`src/rtl/mc_datapath_pkg.sv`:
```
// Shared types for the multi-cycle RV32I-subset datapath.
// FSM states, opcodes, ALU operations and access-size encodings.
package mc_pkg;

    typedef enum logic [2:0] {
        FETCH,
        DECODE,
        EXEC,
        MEM,
        WB,
        HALT
    } state_t;

    localparam logic [6:0] OP_R      = 7'b0110011;
    localparam logic [6:0] OP_I      = 7'b0010011;
    localparam logic [6:0] OP_LOAD   = 7'b0000011;
    localparam logic [6:0] OP_STORE  = 7'b0100011;
    localparam logic [6:0] OP_BRANCH = 7'b1100011;
    localparam logic [6:0] OP_JAL    = 7'b1101111;

    typedef enum logic [3:0] {
        ALU_ADD,
        ALU_SUB,
        ALU_AND,
        ALU_OR,
        ALU_XOR,
        ALU_SLT,
        ALU_SLTU,
        ALU_SLL,
        ALU_SRL,
        ALU_SRA
    } aluOp_t;

    localparam logic [1:0] SIZE_BYTE = 2'b00;
    localparam logic [1:0] SIZE_HALF = 2'b01;
    localparam logic [1:0] SIZE_WORD = 2'b10;

    // bit30 selects SUB (register form only) and SRA
    function automatic aluOp_t aluDecode(
        input logic [2:0] funct3,
        input logic       bit30,
        input logic       isReg
    );
        aluOp_t op;
        op = ALU_ADD;
        unique case (funct3)
            3'b000: op = (isReg && bit30) ? ALU_SUB : ALU_ADD;
            3'b001: op = ALU_SLL;
            3'b010: op = ALU_SLT;
            3'b011: op = ALU_SLTU;
            3'b100: op = ALU_XOR;
            3'b101: op = bit30 ? ALU_SRA : ALU_SRL;
            3'b110: op = ALU_OR;
            3'b111: op = ALU_AND;
            default: op = ALU_ADD;
        endcase
        return op;
    endfunction

endpackage

```
`src/rtl/mc_datapath_alu.sv`:
```
// Shared combinational ALU for the multi-cycle datapath.
// Shifts use only the low five bits of b; arithmetic wraps.
module mc_alu
    import mc_pkg::*;
#(
    parameter int DWIDTH = 32
) (
    input  aluOp_t            op,
    input  logic [DWIDTH-1:0] a,
    input  logic [DWIDTH-1:0] b,
    output logic [DWIDTH-1:0] y
);

    logic [4:0] shamt;

    assign shamt = b[4:0];

    always_comb begin
        y = '0;
        unique case (op)
            ALU_ADD:  y = a + b;
            ALU_SUB:  y = a - b;
            ALU_AND:  y = a & b;
            ALU_OR:   y = a | b;
            ALU_XOR:  y = a ^ b;
            ALU_SLT:  y = DWIDTH'($signed(a) < $signed(b));
            ALU_SLTU: y = DWIDTH'(a < b);
            ALU_SLL:  y = a << shamt;
            ALU_SRL:  y = a >> shamt;
            ALU_SRA:  y = $signed(a) >>> shamt;
            default:  y = '0;
        endcase
    end

endmodule

```
`src/rtl/mc_datapath.sv`:
```
// Multi-cycle RV32I-subset datapath with ready/valid memory ports.
// Define MC_DATAPATH_RETIRE_CNT_EN to add the 64-bit instret counter.
module mc_datapath
    import mc_pkg::*;
#(
    parameter int                DWIDTH   = 32,
    parameter int                NREGS    = 32,
    parameter logic [DWIDTH-1:0] RESET_PC = '0
) (
    input  logic              clk,
    input  logic              reset,
    output logic              imem_req,
    output logic [DWIDTH-1:0] imem_addr,
    input  logic [31:0]       imem_rdata,
    input  logic              imem_ready,
    output logic              dmem_req,
    output logic              dmem_we,
    output logic [1:0]        dmem_size,
    output logic [DWIDTH-1:0] dmem_addr,
    output logic [DWIDTH-1:0] dmem_wdata,
    input  logic [DWIDTH-1:0] dmem_rdata,
    input  logic              dmem_ready,
    output logic              halted,
    output logic [DWIDTH-1:0] pc_out
`ifdef MC_DATAPATH_RETIRE_CNT_EN
    ,
    output logic [63:0]       instret
`endif
);

    localparam int AW = $clog2(NREGS);

    state_t            state;
    state_t            nextState;
    logic [DWIDTH-1:0] pc;
    logic [31:0]       ir;
    logic [DWIDTH-1:0] regA;
    logic [DWIDTH-1:0] regB;
    logic [DWIDTH-1:0] aluOut;
    logic [DWIDTH-1:0] mdr;
    logic [DWIDTH-1:0] rf [NREGS];

    logic [6:0]        opcode;
    logic [2:0]        funct3;
    logic [AW-1:0]     rd;
    logic [AW-1:0]     rs1;
    logic [AW-1:0]     rs2;
    logic              isR;
    logic              isI;
    logic              isLoad;
    logic              isStore;
    logic              isBranch;
    logic              isJal;
    logic              legalOp;
    logic              brLegal;
    logic              brTaken;

    logic signed [31:0] imm32;
    logic [DWIDTH-1:0] imm;
    logic [DWIDTH-1:0] pcPlus4;
    logic [DWIDTH-1:0] pcTarget;
    logic [DWIDTH-1:0] ldExt;

    aluOp_t            aluOp;
    logic [DWIDTH-1:0] aluA;
    logic [DWIDTH-1:0] aluB;
    logic [DWIDTH-1:0] aluRes;

    assign opcode   = ir[6:0];
    assign funct3   = ir[14:12];
    assign rd       = ir[7 +: AW];
    assign rs1      = ir[15 +: AW];
    assign rs2      = ir[20 +: AW];

    assign isR      = (opcode == OP_R);
    assign isI      = (opcode == OP_I);
    assign isLoad   = (opcode == OP_LOAD);
    assign isStore  = (opcode == OP_STORE);
    assign isBranch = (opcode == OP_BRANCH);
    assign isJal    = (opcode == OP_JAL);
    assign legalOp  = isR | isI | isLoad | isStore | isBranch | isJal;
    assign brLegal  = (funct3[2:1] == 2'b00);

    // Branch compare reuses the ALU subtract; funct3[0] flips BEQ into BNE
    assign brTaken  = (aluRes == '0) ^ funct3[0];

    always_comb begin
        imm32 = {{20{ir[31]}}, ir[31:20]};
        unique case (1'b1)
            isStore:  imm32 = {{20{ir[31]}}, ir[31:25], ir[11:7]};
            isBranch: imm32 = {{20{ir[31]}}, ir[7], ir[30:25],
                               ir[11:8], 1'b0};
            isJal:    imm32 = {{12{ir[31]}}, ir[19:12], ir[20],
                               ir[30:21], 1'b0};
            default:  imm32 = {{20{ir[31]}}, ir[31:20]};
        endcase
    end

    assign imm      = DWIDTH'(imm32);
    assign pcPlus4  = pc + DWIDTH'(4);
    assign pcTarget = pc + imm;

    always_comb begin
        aluOp = ALU_ADD;
        aluA  = regA;
        aluB  = imm;
        unique case (1'b1)
            isBranch: begin
                aluOp = ALU_SUB;
                aluB  = regB;
            end
            isJal: begin
                aluA = pc;
                aluB = DWIDTH'(4);
            end
            isR: begin
                aluOp = aluDecode(funct3, ir[30], 1'b1);
                aluB  = regB;
            end
            isI:     aluOp = aluDecode(funct3, ir[30], 1'b0);
            default: aluOp = ALU_ADD;
        endcase
    end

    mc_alu #(
        .DWIDTH(DWIDTH)
    ) uAlu (
        .op(aluOp),
        .a (aluA),
        .b (aluB),
        .y (aluRes)
    );

    always_comb begin
        ldExt = dmem_rdata;
        unique case (funct3[1:0])
            SIZE_BYTE: ldExt = funct3[2]
                ? DWIDTH'(dmem_rdata[7:0])
                : DWIDTH'($signed(dmem_rdata[7:0]));
            SIZE_HALF: ldExt = funct3[2]
                ? DWIDTH'(dmem_rdata[15:0])
                : DWIDTH'($signed(dmem_rdata[15:0]));
            default:   ldExt = dmem_rdata;
        endcase
    end

    always_ff @(posedge clk or negedge reset) begin
        if (!reset) begin
            state <= FETCH;
        end else begin
            state <= nextState;
        end
    end

    always_comb begin
        nextState = state;
        unique case (state)
            FETCH:  if (imem_ready) nextState = DECODE;
            DECODE: nextState = legalOp ? EXEC : HALT;
            EXEC: begin
                unique case (1'b1)
                    isBranch:         nextState = brLegal ? FETCH : HALT;
                    isLoad || isStore: nextState = MEM;
                    default:          nextState = WB;
                endcase
            end
            MEM:    if (dmem_ready) nextState = isStore ? FETCH : WB;
            WB:     nextState = FETCH;
            HALT:   nextState = HALT;
            default: nextState = FETCH;
        endcase
    end

    // Requests are gated by reset so they drop the instant it asserts
    always_comb begin
        imem_req   = 1'b0;
        dmem_req   = 1'b0;
        dmem_we    = 1'b0;
        dmem_size  = SIZE_BYTE;
        dmem_addr  = '0;
        dmem_wdata = '0;
        if (reset) begin
            unique case (state)
                FETCH: imem_req = 1'b1;
                MEM: begin
                    dmem_req   = 1'b1;
                    dmem_we    = isStore;
                    dmem_size  = funct3[1:0];
                    dmem_addr  = aluOut;
                    dmem_wdata = regB;
                end
                default: ;
            endcase
        end
    end

    assign halted    = (state == HALT);
    assign imem_addr = pc;
    assign pc_out    = pc;

    always_ff @(posedge clk or negedge reset) begin
        if (!reset) begin
            pc     <= RESET_PC;
            ir     <= '0;
            regA   <= '0;
            regB   <= '0;
            aluOut <= '0;
            mdr    <= '0;
        end else begin
            unique case (state)
                FETCH: if (imem_ready) ir <= imem_rdata;
                DECODE: begin
                    regA <= rf[rs1];
                    regB <= rf[rs2];
                end
                EXEC: begin
                    aluOut <= aluRes;
                    unique case (1'b1)
                        isJal: pc <= pcTarget;
                        isBranch: begin
                            if (brLegal) pc <= brTaken ? pcTarget : pcPlus4;
                        end
                        default: pc <= pcPlus4;
                    endcase
                end
                MEM: if (dmem_ready && !isStore) mdr <= ldExt;
                default: ;
            endcase
        end
    end

    always_ff @(posedge clk or negedge reset) begin
        if (!reset) begin
            for (int i = 0; i < NREGS; i++) rf[i] <= '0;
        end else if (state == WB && rd != '0) begin
            rf[rd] <= isLoad ? mdr : aluOut;
        end
    end

`ifdef MC_DATAPATH_RETIRE_CNT_EN
    logic retireEv;

    assign retireEv = (state == WB)
        || (state == MEM && isStore && dmem_ready)
        || (state == EXEC && isBranch && brLegal);

    always_ff @(posedge clk or negedge reset) begin
        if (!reset) begin
            instret <= '0;
        end else if (retireEv) begin
            instret <= instret + 64'd1;
        end
    end
`endif

endmodule

```
`config.mk`:
```
export PLATFORM = sky130hd
export DESIGN_NAME = mc_datapath
export DESIGN_NICKNAME = d
export VERILOG_FILES = /design/src/rtl/mc_datapath_pkg.sv /design/src/rtl/mc_datapath_alu.sv /design/src/rtl/mc_datapath.sv
export SDC_FILE = /design/constraint.sdc
export NUM_CORES = 2
export LEC_CHECK = 0
export CORE_ASPECT_RATIO = 0.7
export CORE_MARGIN = 10
export CORE_UTILIZATION = 55
export CTS_BUF_LIST = sky130_fd_sc_hd__clkbuf_4
export DETAILED_ROUTE_END_ITERATION = 10
export PLACE_DENSITY = 0.84
export SYNTH_ARGS = -nofsm -noshare
export SYNTH_HDL_FRONTEND = slang
export SYNTH_SLANG_ARGS = --single-unit
```
`constraint.sdc`:
```
create_clock -name clk -period 8.8 [get_ports clk]
set_input_delay 2.2 -clock clk [delete_from_list [all_inputs] [get_ports clk]]
set_output_delay 2.2 -clock clk [all_outputs]
set_load 0.01 [all_outputs]
```
==> impl_metrics.py <==
metrics = {
    "global_route": {
        "grt_start_max_net_pins": 187,
        "gr-usage-all-layers_pct": 39.2,
        "grt_overflow_total": 0,
        "grt_pass1_vias": 62200,
        "grt_antenna_before_repair": 24,
        "grt_pass1_wl_mm": 423,
    },
    "logic_synthesis": {
        "synth_flop_cell": "dfrtp_1",
        "synth.most_common_cell": "dfrtp_1",
        "ys_ff_latch": 1219,
        "ys_warn_count": 0,
        "synth_nets": 7154,
        "synth.cell_area_mm2": 0.0720,
        "synth_top_area_share_pct": 42.4,
        "synth_largest_area_cell": "dfrtp_1",
        "synth.area.top_cells": "dfrtp_1 (42%), mux4_2 (20%), o21ai_0 (5.4%), nand2_1 (4.4%), a21oi_1 (4.4%)",
        "synth_commonest_cells": "dfrtp_1 (1219), nand2_1 (841), o21ai_0 (778)",
        "syn_inst": 6954,
        "synth-edff-count": 0,
        "synth-seq-area-share_pct": 42.4,
        "async_reset_ff_share_pct": 100,
        "yosysUniqueCellTypes": 89,
        "syn_area_per_cell_um2": 10.4,
    },
    "worst_hold_path": {
        "min_from": "rf[995]",
        "hold_path_class": "flop to flop",
        "worstHoldPathCells": 0,
        "worstHoldEndpoint": "rf[995]",
    },
    "floorplan": {
        "coreArea_mm2": 0.129,
        "die-width_um": 452,
        "die_y_um": 323,
        "dieArea_mm2": 0.146,
        "rows": 110,
        "start_util_pct": 55.7,
        "ios": 202,
    },
    "timing": {
        "relSlewSlack_pct": 11.4,
        "tns_ps": 0,
        "setup_viol": 0,
        "tightest_slew_ps": 1320,
        "rsz0062_at_grt": "false",
        "max_freq_mhz": 115,
        "fin_crit_ps": 8700,
        "finalHoldViolations": 0,
        "skew_ps": 100,
        "finalCritPeriodShare_pct": 98.9,
        "drv_slew": 0,
    },
    "setup_path": {
        "worst_r2r_path_depth": 25,
        "cp.required_ps": 9990,
        "critPathCaptureType": "flop",
        "critPathMaxFanout": 33,
        "worstReg2RegStart": "ir[5]",
        "r2r_end": "imem_addr[22]",
        "critPathArrivalTime_ps": 9890,
        "worst-setup-path-type": "flop to flop",
        "r2r_slack_ps": 100,
        "crit_path_start_kind": "flop",
    },
    "detailed_routing": {
        "vias_per_cell": 7.17,
        "ant_nets": 0,
        "drt_iter0_drc": 10300,
        "avgRoutedWirePerCell_um": 32.7,
        "drt_pass1_iterations": 8,
        "drt-total-wl_mm": 291,
        "route.detailed.drc": 0,
        "num_vias": 63900,
    },
    "placed_design": {
        "port_buffers": 201,
        "dpl.hpwl_mm": 194,
        "dp_cells": 8380,
        "gp_congestion": 1.09,
    },
    "pwr": {
        "p_leak_nw": 33.4,
        "powerDensity_mw_per_mm2": 380,
        "ir_drop_v": 0.000306,
        "power.total_w": 0.0301,
    },
    "clocking": {
        "cts.clk_slew.worst_paths_ps": 70,
        "cts_hold_buf": 0,
        "htreeDepth": 5,
        "cts_tree": "done",
        "cts_buffer_depth": 4,
        "cts_buffers": 317,
        "clk_latency_ps": 1330,
        "cts_root_buf": "clkbuf_4",
        "cts.sink_count": 1219,
        "post-cts-setup-buffer-count": 0,
    },
    "finish": {
        "syn_to_final_growth_pct": 9.95,
        "final_nets": 7164,
        "fin_util_pct": 61.3,
        "stdcell_count": 8914,
        "n_fill_cell": 10100,
        "drive_gt1_share_pct": 20.6,
    },
    "outcome": {
        "status": "complete, no violations",
    },
    "run": {
        "maxCapViolCount": 0,
    },
}
## where the power goes
group          leakage, nW  internal (W)  total (W)  switching [W]
Clock                 2.21       0.00237    0.00485        0.00248
Combinational         14.7       0.00606     0.0161         0.0100
Sequential            16.5       0.00711    0.00910        0.00199
## cell families after synthesis
family | after synthesis | share of synthesized area, %
AOI/OAI and AO/OA | 1934 | 15.6
xor gates and xnor gates | 39 | 0.474
buffers and inverters | 823 | 4.54
and+or+nand+nor | 1950 | 11.5
DFF | 1219 | 42.4
adders and majority gates | 133 | 2.34
muxes | 856 | 23.2
## state kept, by name, summed over array words and instances, names as in the netlist
name,cells
regA,32
imem_addr,32
aluOut,32
state,3
ir,32
regB,32
mdr,32
rf,1024
## per-layer routing
layer	up-vias	GRT usage (%)	share of wire, %
met5	-	0.731	0.10
met4	22	19.3	5.7
met3	1090	16.8	16
met2	5393	52.4	40
met1	31700	54.3	38
li1	25700	-	-
## how the worst max path moves through the flow
stage,from,endpoint,depth (start not counted)
after floorplan,ir[4],imem_addr[10],29
after global placement,ir[3],imem_addr[22],23
after detailed placement,ir[5],imem_addr[0],23
after CTS,ir[5],imem_addr[0],23
after global routing,ir[5],imem_addr[0],24
final,ir[5],imem_addr[22],25
## critical path, cell delays in order (launching register included)
cell       delay, ps
dfrtp_1          660
nand2b_1         320
nor4b_1          520
o211ai_1         200
nand2_1          480
ha_1             300
inv_1             80
fa_1             500
nand2b_1         230
a21o_1           200
a211oi_1         510
nor4_1           190
nor3b_1          600
a2111oi_2        160
buf_4            220
or2_2            350
o21ai_0          320
o221ai_1         190
a221o_1          330
and4b_1          390
nand4_1          360
or2_1            410
a211oi_4         330
buf_12           250
mux2_2           360
a22oi_1          140
## through the flow
stage / cell area [µm²] / hold WS (ps) / setup slack (ps)
final: 79200 / 399 / 100
after global routing: 79100 / 412 / 15.2
after CTS: 79100 / 399 / 450
after detailed placement: 75400 / 384 / 466
after global placement: 75400 / 376 / 455
after floorplan: 72000 / 441 / 1730
## placed cells by master, fill, tap and decap left out, types with 16 or more instances in the layout
cell type,instances
and3_1,34
a211oi_1,45
o221ai_1,16
a21o_1,58
nand3_1,71
mux4_2,641
o21ai_0,777
nor2_1,666
a22oi_1,20
o211ai_1,28
a31oi_1,20
mux2i_1,118
nor3_1,74
and2_1,80
o32ai_1,41
a221oi_1,20
buf_4,182
diode_2,18
dfrtp_1,1209
o21a_1,17
nor2b_1,17
mux2_2,65
nand2_2,16
nor4_1,25
clkdlybuf4s50_1,200
xnor2_1,29
o22ai_1,57
nand4_1,22
clkinv_1,60
clkbuf_4,439
inv_1,120
mux2i_2,20
a21oi_1,630
ha_1,129
nand2b_1,26
o31ai_1,22
nand2_1,824
o311ai_0,29
## final cells by class
class / count / area [µm²] / share of cell area [%]
clock inverters: 76 / 378 / 0.477
well taps: 1736 / 2170 / 2.74
flip-flops and latches: 1219 / 30500 / 38.6
repair buffers: 392 / 3550 / 4.49
multi-input cells: 4912 / 38700 / 48.9
inverters: 122 / 458 / 0.578
clock buffers: 439 / 3300 / 4.16
diodes: 18 / 45.0 / 0.0569
## timing repair
item	4_1_cts	5_1_grt
gates resized for setup	0	3
hold endpoints to repair	0	0
setup endpoints to repair	0	30
Power figures use the tool's default switching activity.
